## src/rtl/spi_slave_if.sv

```systemverilog
// Pin and user-side bundle for the SPI mode-0 slave.
// The slave modport is the DUT view; the master modport is the host/bench view.
interface spi_slave_if;
  logic       sclk;
  logic       cs;
  logic       mosi;
  logic       miso;
  logic [7:0] tx_data;
  logic       tx_load;
  logic       tx_ready;
  logic [7:0] rx_data;
  logic       rx_valid;
  logic       rx_ack;
  logic       busy;
  logic       overrun;

  modport slave (
    input  sclk, cs, mosi, tx_data, tx_load, rx_ack,
    output miso, tx_ready, rx_data, rx_valid, busy, overrun
  );

  modport master (
    output sclk, cs, mosi, tx_data, tx_load, rx_ack,
    input  miso, tx_ready, rx_data, rx_valid, busy, overrun
  );
endinterface

```

## src/rtl/spi_slave.sv

```systemverilog
// SPI mode-0 slave, oversampled by clk: sclk/cs/mosi are synchronized and
// edge-detected, then one byte is shifted in and out per eight sclk cycles.
module spi_slave #(
  parameter int SYNC_STAGES = 2
) (
  input  logic        clk,
  input  logic        rst,
  spi_slave_if.slave  bus
);

  typedef enum logic {IDLE, SHIFT} state_t;

  localparam logic [2:0] FLUSH_DONE = 3'(SYNC_STAGES + 1);

  state_t                 r_state;
  state_t                 w_state_next;
  logic [SYNC_STAGES-1:0] r_sclk_sync;
  logic [SYNC_STAGES-1:0] r_cs_sync;
  logic [SYNC_STAGES-1:0] r_mosi_sync;
  logic                   r_sclk_d;
  logic                   r_cs_d;
  logic [2:0]             r_flush_cnt;
  logic                   r_cs_armed;
  logic [7:0]             r_tx_buf;
  logic                   r_tx_pending;
  logic [7:0]             r_tx_shift;
  logic [7:0]             r_rx_shift;
  logic [2:0]             r_bit_cnt;
  logic                   r_miso;
  logic [7:0]             r_rx_data;
  logic                   r_rx_valid;
  logic                   r_overrun;

  logic w_sclk_s;
  logic w_cs_s;
  logic w_mosi_s;
  logic w_sclk_rise;
  logic w_sclk_fall;
  logic w_cs_fall;
  logic w_cs_rise;
  logic w_enter_shift;
  logic [7:0] w_rx_byte;

  assign w_sclk_s    = r_sclk_sync[SYNC_STAGES-1];
  assign w_cs_s      = r_cs_sync[SYNC_STAGES-1];
  assign w_mosi_s    = r_mosi_sync[SYNC_STAGES-1];
  assign w_sclk_rise = w_sclk_s & ~r_sclk_d;
  assign w_sclk_fall = ~w_sclk_s & r_sclk_d;
  // A cs fall only counts once a genuine high has been seen since reset,
  // so cs held low through reset release cannot start a transfer.
  assign w_cs_fall   = ~w_cs_s & r_cs_d & r_cs_armed;
  assign w_cs_rise   = w_cs_s & ~r_cs_d;
  assign w_enter_shift = (r_state == IDLE) && w_cs_fall;
  assign w_rx_byte   = {r_rx_shift[6:0], w_mosi_s};

  always_ff @(posedge clk) begin
    if (rst) begin
      r_sclk_sync <= '0;
      r_cs_sync   <= '1;
      r_mosi_sync <= '0;
      r_sclk_d    <= 1'b0;
      r_cs_d      <= 1'b1;
      r_flush_cnt <= 3'd0;
      r_cs_armed  <= 1'b0;
    end else begin
      r_sclk_sync <= {r_sclk_sync[SYNC_STAGES-2:0], bus.sclk};
      r_cs_sync   <= {r_cs_sync[SYNC_STAGES-2:0], bus.cs};
      r_mosi_sync <= {r_mosi_sync[SYNC_STAGES-2:0], bus.mosi};
      r_sclk_d    <= w_sclk_s;
      r_cs_d      <= w_cs_s;
      if (r_flush_cnt != FLUSH_DONE) begin
        r_flush_cnt <= r_flush_cnt + 3'd1;
      end else if (w_cs_s) begin
        r_cs_armed <= 1'b1;
      end
    end
  end

  always_ff @(posedge clk) begin
    if (rst) begin
      r_state <= IDLE;
    end else begin
      r_state <= w_state_next;
    end
  end

  always_comb begin
    w_state_next = r_state;
    case (r_state)
      IDLE:    if (w_cs_fall) w_state_next = SHIFT;
      SHIFT:   if (w_cs_rise) w_state_next = IDLE;
      default: w_state_next = IDLE;
    endcase
  end

  always_ff @(posedge clk) begin
    if (rst) begin
      r_tx_buf     <= 8'h00;
      r_tx_pending <= 1'b0;
      r_tx_shift   <= 8'h00;
      r_rx_shift   <= 8'h00;
      r_bit_cnt    <= 3'd0;
      r_miso       <= 1'b0;
      r_rx_data    <= 8'h00;
      r_rx_valid   <= 1'b0;
      r_overrun    <= 1'b0;
    end else begin
      if (bus.tx_load) begin
        r_tx_buf     <= bus.tx_data;
        r_tx_pending <= 1'b1;
      end
      if (bus.rx_ack) begin
        r_rx_valid <= 1'b0;
      end
      if (w_enter_shift) begin
        r_tx_shift <= r_tx_buf;
        r_miso     <= r_tx_buf[7];
        r_bit_cnt  <= 3'd0;
        if (!bus.tx_load) r_tx_pending <= 1'b0;
      end else if (r_state == SHIFT) begin
        if (w_cs_rise) begin
          r_miso <= 1'b0;
        end else if (w_sclk_rise) begin
          r_rx_shift <= w_rx_byte;
          r_bit_cnt  <= r_bit_cnt + 3'd1;
          if (r_bit_cnt == 3'd7) begin
            r_rx_data  <= w_rx_byte;
            r_rx_valid <= 1'b1;
            if (r_rx_valid && !bus.rx_ack) r_overrun <= 1'b1;
          end
        end else if (w_sclk_fall) begin
          if (r_bit_cnt != 3'd0) begin
            r_tx_shift <= {r_tx_shift[6:0], 1'b0};
            r_miso     <= r_tx_shift[6];
          end else begin
            // Byte boundary: a buffer written in this same cycle waits for the next byte.
            r_tx_shift <= r_tx_buf;
            r_miso     <= r_tx_buf[7];
            if (!bus.tx_load) r_tx_pending <= 1'b0;
          end
        end
      end else begin
        r_miso <= 1'b0;
      end
    end
  end

  assign bus.miso     = r_miso;
  assign bus.tx_ready = ~r_tx_pending;
  assign bus.rx_data  = r_rx_data;
  assign bus.rx_valid = r_rx_valid;
  assign bus.busy     = (r_state == SHIFT);
  assign bus.overrun  = r_overrun;

endmodule

```

## src/flat_wrapper.sv

```systemverilog
// flat-port wrapper written by rule: the top's interface ports become plain ports
module spi_slave_flat 
#(
  parameter int SYNC_STAGES = 2
)
  (clk, rst, bus_sclk, bus_cs, bus_mosi, bus_tx_data, bus_tx_load, bus_rx_ack, bus_miso, bus_tx_ready, bus_rx_data, bus_rx_valid, bus_busy, bus_overrun);
  spi_slave_if bus_i ();
  input  logic clk;
  input  logic rst;
  input wire logic [$bits(bus_i.sclk)-1:0] bus_sclk;
  input wire logic [$bits(bus_i.cs)-1:0] bus_cs;
  input wire logic [$bits(bus_i.mosi)-1:0] bus_mosi;
  input wire logic [$bits(bus_i.tx_data)-1:0] bus_tx_data;
  input wire logic [$bits(bus_i.tx_load)-1:0] bus_tx_load;
  input wire logic [$bits(bus_i.rx_ack)-1:0] bus_rx_ack;
  output wire logic [$bits(bus_i.miso)-1:0] bus_miso;
  output wire logic [$bits(bus_i.tx_ready)-1:0] bus_tx_ready;
  output wire logic [$bits(bus_i.rx_data)-1:0] bus_rx_data;
  output wire logic [$bits(bus_i.rx_valid)-1:0] bus_rx_valid;
  output wire logic [$bits(bus_i.busy)-1:0] bus_busy;
  output wire logic [$bits(bus_i.overrun)-1:0] bus_overrun;
  assign bus_i.sclk = bus_sclk;
  assign bus_i.cs = bus_cs;
  assign bus_i.mosi = bus_mosi;
  assign bus_i.tx_data = bus_tx_data;
  assign bus_i.tx_load = bus_tx_load;
  assign bus_i.rx_ack = bus_rx_ack;
  assign bus_miso = bus_i.miso;
  assign bus_tx_ready = bus_i.tx_ready;
  assign bus_rx_data = bus_i.rx_data;
  assign bus_rx_valid = bus_i.rx_valid;
  assign bus_busy = bus_i.busy;
  assign bus_overrun = bus_i.overrun;
  spi_slave #(.SYNC_STAGES(SYNC_STAGES)) u_core (.clk(clk), .rst(rst), .bus(bus_i));
endmodule
```

## config.mk

```make
export PLATFORM = sky130hd
export DESIGN_NAME = spi_slave_flat
export DESIGN_NICKNAME = d
export VERILOG_FILES = /design/src/rtl/spi_slave_if.sv /design/src/rtl/spi_slave.sv /design/src/flat_wrapper.sv
export SDC_FILE = /design/constraint.sdc
export NUM_CORES = 1
export LEC_CHECK = 0
export BUFFER_PORTS_ARGS = -buffer_cell sky130_fd_sc_hd__buf_2
export CAP_MARGIN = 0
export CORE_MARGIN = 2
export CORE_UTILIZATION = 55
export CTS_CLUSTER_SIZE = 10
export DETAILED_ROUTE_END_ITERATION = 8
export PLACE_DENSITY_LB_ADDON = 0.08
export SLEW_MARGIN = 20
export SYNTH_ARGS = -nofsm -noshare
export SYNTH_HDL_FRONTEND = slang
export SYNTH_SLANG_ARGS = --single-unit
```

## constraint.sdc

```tcl
create_clock -name clk -period 1.8 [get_ports clk]
set_clock_uncertainty 0.2 [all_clocks]
set_input_delay 0.18 -clock clk [delete_from_list [all_inputs] [get_ports clk]]
set_output_delay 0.18 -clock clk [all_outputs]
set_load 0.02 [all_outputs]
```

==> qor.txt <==
Worst Max-Slew Pin Slew: 0.316 ns
Seq pwr share: 58.8%
Final Cycle Share: 96.9%
sequential element share of the synthesized area: 51.8%
Netlist cell types: 26
crit-path cells: inv_2 -> ha_1 -> nor2b_1 -> or2_1 -> buf_12 -> mux2i_1 -> a211oi_1
H-tree depth: 2
Die X: 63.3 um
Required @ worst endpoint: 1.87 ns
wire length per cell: 11.8 um
Syn Inst Count: 190
CP startpoint: u_core.r_bit_cnt[0]
RR Endpoint: u_core.r_tx_shift[2]
Crit Path Class: flip-flop to flip-flop
P_sw: 0.454 mW
main flop type after synthesis: dfxtp_1
first-pass GRT wire length: 5.51 mm
die footprint: 0.00400 sq mm
clock power share: 33.0%
most common cell after layout, fill and taps aside: dfxtp_1
worst skew pair latency: 0.36 ns
cell internal pwr: 1.54 mW
combinational share of power: 8.3%
IO Port Bufs: 27
GRT Overall Usage: 17.3%
Slew Viols, Final: 0
worst reg2reg path startpoint: u_core.r_bit_cnt[0]
std cell rows: 21
Setup Viol. Count Final: 0
hold slack: 0.0519 ns
switch share: 22.8%
simple-gate portion of the synthesized area: 17.4%
TritonRoute pass-1 iters: 4
CTS tree: done
GP Congestion: 0.775
Clock Sink Count: 50
Top Ports: 28
Via density: 5.04
post-synthesis mux area share: 17.1%
vias: 1,435
Fin. Hold Viols: 0
worst-path fanout max: 7
total power per unit cell area: 822 mW/mm^2
yosys warns: 0
Worst-path clk slew: 0.15 ns
Synth Area in Adders: 3.24%
post-layout util: 72.1%
Rel. slew slack: 79.0%
Compound-Gate Fraction of Synth Area: 5.51%
setup TNS: 0 ns
Final ANT Viol Nets: 0
Starting Density: 57.4%
fill count: 285
crit path capture type: flip-flop
root buffer cell: clkbuf_4
status: finished clean
clk buf depth: 2
hpwl dp: 2.35 mm
CTS buffer count: 5
DIE HEIGHT: 63.3 um
core area: 0.00336 sq mm
Critical-path top delay cell: dfxtp_2
FF-to-FF path depth: 7
WP data arrival: 1.81 ns
Final #Nets: 258
Initial DRC Count: 52
Worst setup endpoint: u_core.r_tx_shift[2]
FFs w/ async S/R, synth: 0%
WL final: 3.36 mm
post-synthesis cell area: 0.00193 sq mm
crit start category: flip-flop
Largest stage delay, worst path: 0.36 ns
Post-Synth XOR/XNOR Area: 0.907%
largest net degree at the start of global routing: 22
RSZ-0062 raised after global routing: true
largest family of logic cells by synthesized area: simple AND/OR/NAND/NOR gates
Layout area overhead: 25.5%
vias in the first global route: 1,302
GRT Residual Overflow: 0
fmax: 574 MHz
max_cap viols: 0
Final Critical Period: 1.74 ns
total nets after synthesis: 210
total chip power: 1.99 mW
ant diodes: 0
reg2reg setup slack: 0.06 ns
worst hold-check path type: input port to flip-flop
share of layout cells above drive strength 1: 23.8%
leakage: 1.19 nW
register bit total from synthesis: 50
DRC: 0
Mean Syn Cell Area: 10.2 sq um
Post-synth EDFFs: 0
Max VDD drop: 0.632 mV
initial antenna violation count: 0
most frequent cells in the layout: dfxtp_1 (47), nor2_1 (38), mux2i_1 (32)
## final cells by class
cell class | count | area [sq um] | share of cell area [%]
timing repair buffer | 53 | 395 | 16.3
clock buffer | 5 | 37.5 | 1.55
inverter | 4 | 15.0 | 0.620
tap | 46 | 57.6 | 2.37
clock inverter | 3 | 47.5 | 1.96
multi-input combinational | 124 | 866 | 35.7
sequential | 50 | 1000 | 41.5
## Yosys cell counts, drive strengths merged, types with 4 or more instances
master   n  area share (%)
clkbuf   7             1.4
inv      4            0.78
a211oi   7             2.7
mux2i   33              17
or2      4             1.3
nor2    38             7.4
a21oi    6             1.6
ha       5             3.2
dfxtp   50              52
buf      5             1.9
nor3     4             1.0
nor2b    8             2.6
## power groups by stage
| stage | Sequential (mW) | Clock (mW) | Combinational, mW |
|---|---|---|---|
| floorplan | 1.19 | 0 | 0.0991 |
| global placement | 1.19 | 0 | 0.128 |
| detailed placement | 1.19 | 0 | 0.138 |
| CTS | 1.17 | 0.675 | 0.165 |
| global route | 1.18 | 0.719 | 0.186 |
| finish | 1.17 | 0.657 | 0.165 |
## stage by stage
stage	setup WS (ns)	instance area, sq um	cells
2_1_floorplan	0.0688	1930	190
3_3_place_gp	0.145	2150	260
3_5_place_dp	0.0420	2150	260
4_1_cts	0.0186	2400	284
5_1_grt	-0.00790	2420	285
6_report	0.0564	2420	285
## logic make-up (layout without fill, tap and decap cells)
| group | count (synthesis) | in the layout |
|---|---|---|
| compound gates | 16 | 16 |
| xor+xnor | 2 | 2 |
| fa+ha+maj | 5 | 5 |
| buf+inv | 16 | 65 |
| flops | 50 | 50 |
| mux | 33 | 33 |
| simple gates | 68 | 68 |
## metal layers
| layer | track usage, % | wire length (um) |
|---|---|---|
| met1 | 19.8 | 1520 |
| met2 | 31.0 | 1710 |
| met3 | 4.29 | 98 |
| met4 | 6.25 | 25 |
| met5 | 0 | 0 |
## flip-flops by register name, summed over array words and instances (netlist names), 2 cells and up
| name | count |
|---|---|
| u_core.bus.rx_data | 8 |
| u_core.r_tx_buf | 8 |
| u_core.r_rx_shift | 7 |
| u_core.r_tx_shift | 7 |
| u_core.r_bit_cnt | 3 |
| u_core.r_flush_cnt | 3 |
| u_core.r_cs_sync | 2 |
| u_core.r_mosi_sync | 2 |
| u_core.r_sclk_sync | 2 |
## how the worst min path moves through the flow
| stage | from | to | cells after the start |
|---|---|---|---|
| after floorplan | bus_cs | u_core.r_cs_sync[0] | 1 |
| after global placement | bus_cs | u_core.r_cs_sync[0] | 2 |
| after detailed placement | bus_cs | u_core.r_cs_sync[0] | 2 |
| after CTS | bus_tx_load | u_core.r_tx_pending | 3 |
| after global routing | bus_tx_load | u_core.r_tx_buf[2] | 3 |
| final | bus_tx_load | u_core.r_tx_pending | 3 |
## what timing repair did
action / CTS / global route
pin swaps: 0 / 6
hold buffers: 16 / 0
resized for setup: 1 / 5
endpoints found under the hold margin: 18 / 0
endpoints found under the setup margin: 1 / 6
setup buffers: 0 / 1
## critical path, delay by kind of cell (launching register included)
family	cells	cell delay (ns)
simple gates	2	0.39
fa+ha+maj	1	0.17
buf+inv	2	0.19
compound gates	1	0.22
flops	1	0.36
mux	1	0.11
Note: power is estimated with default switching activity, not from simulation.
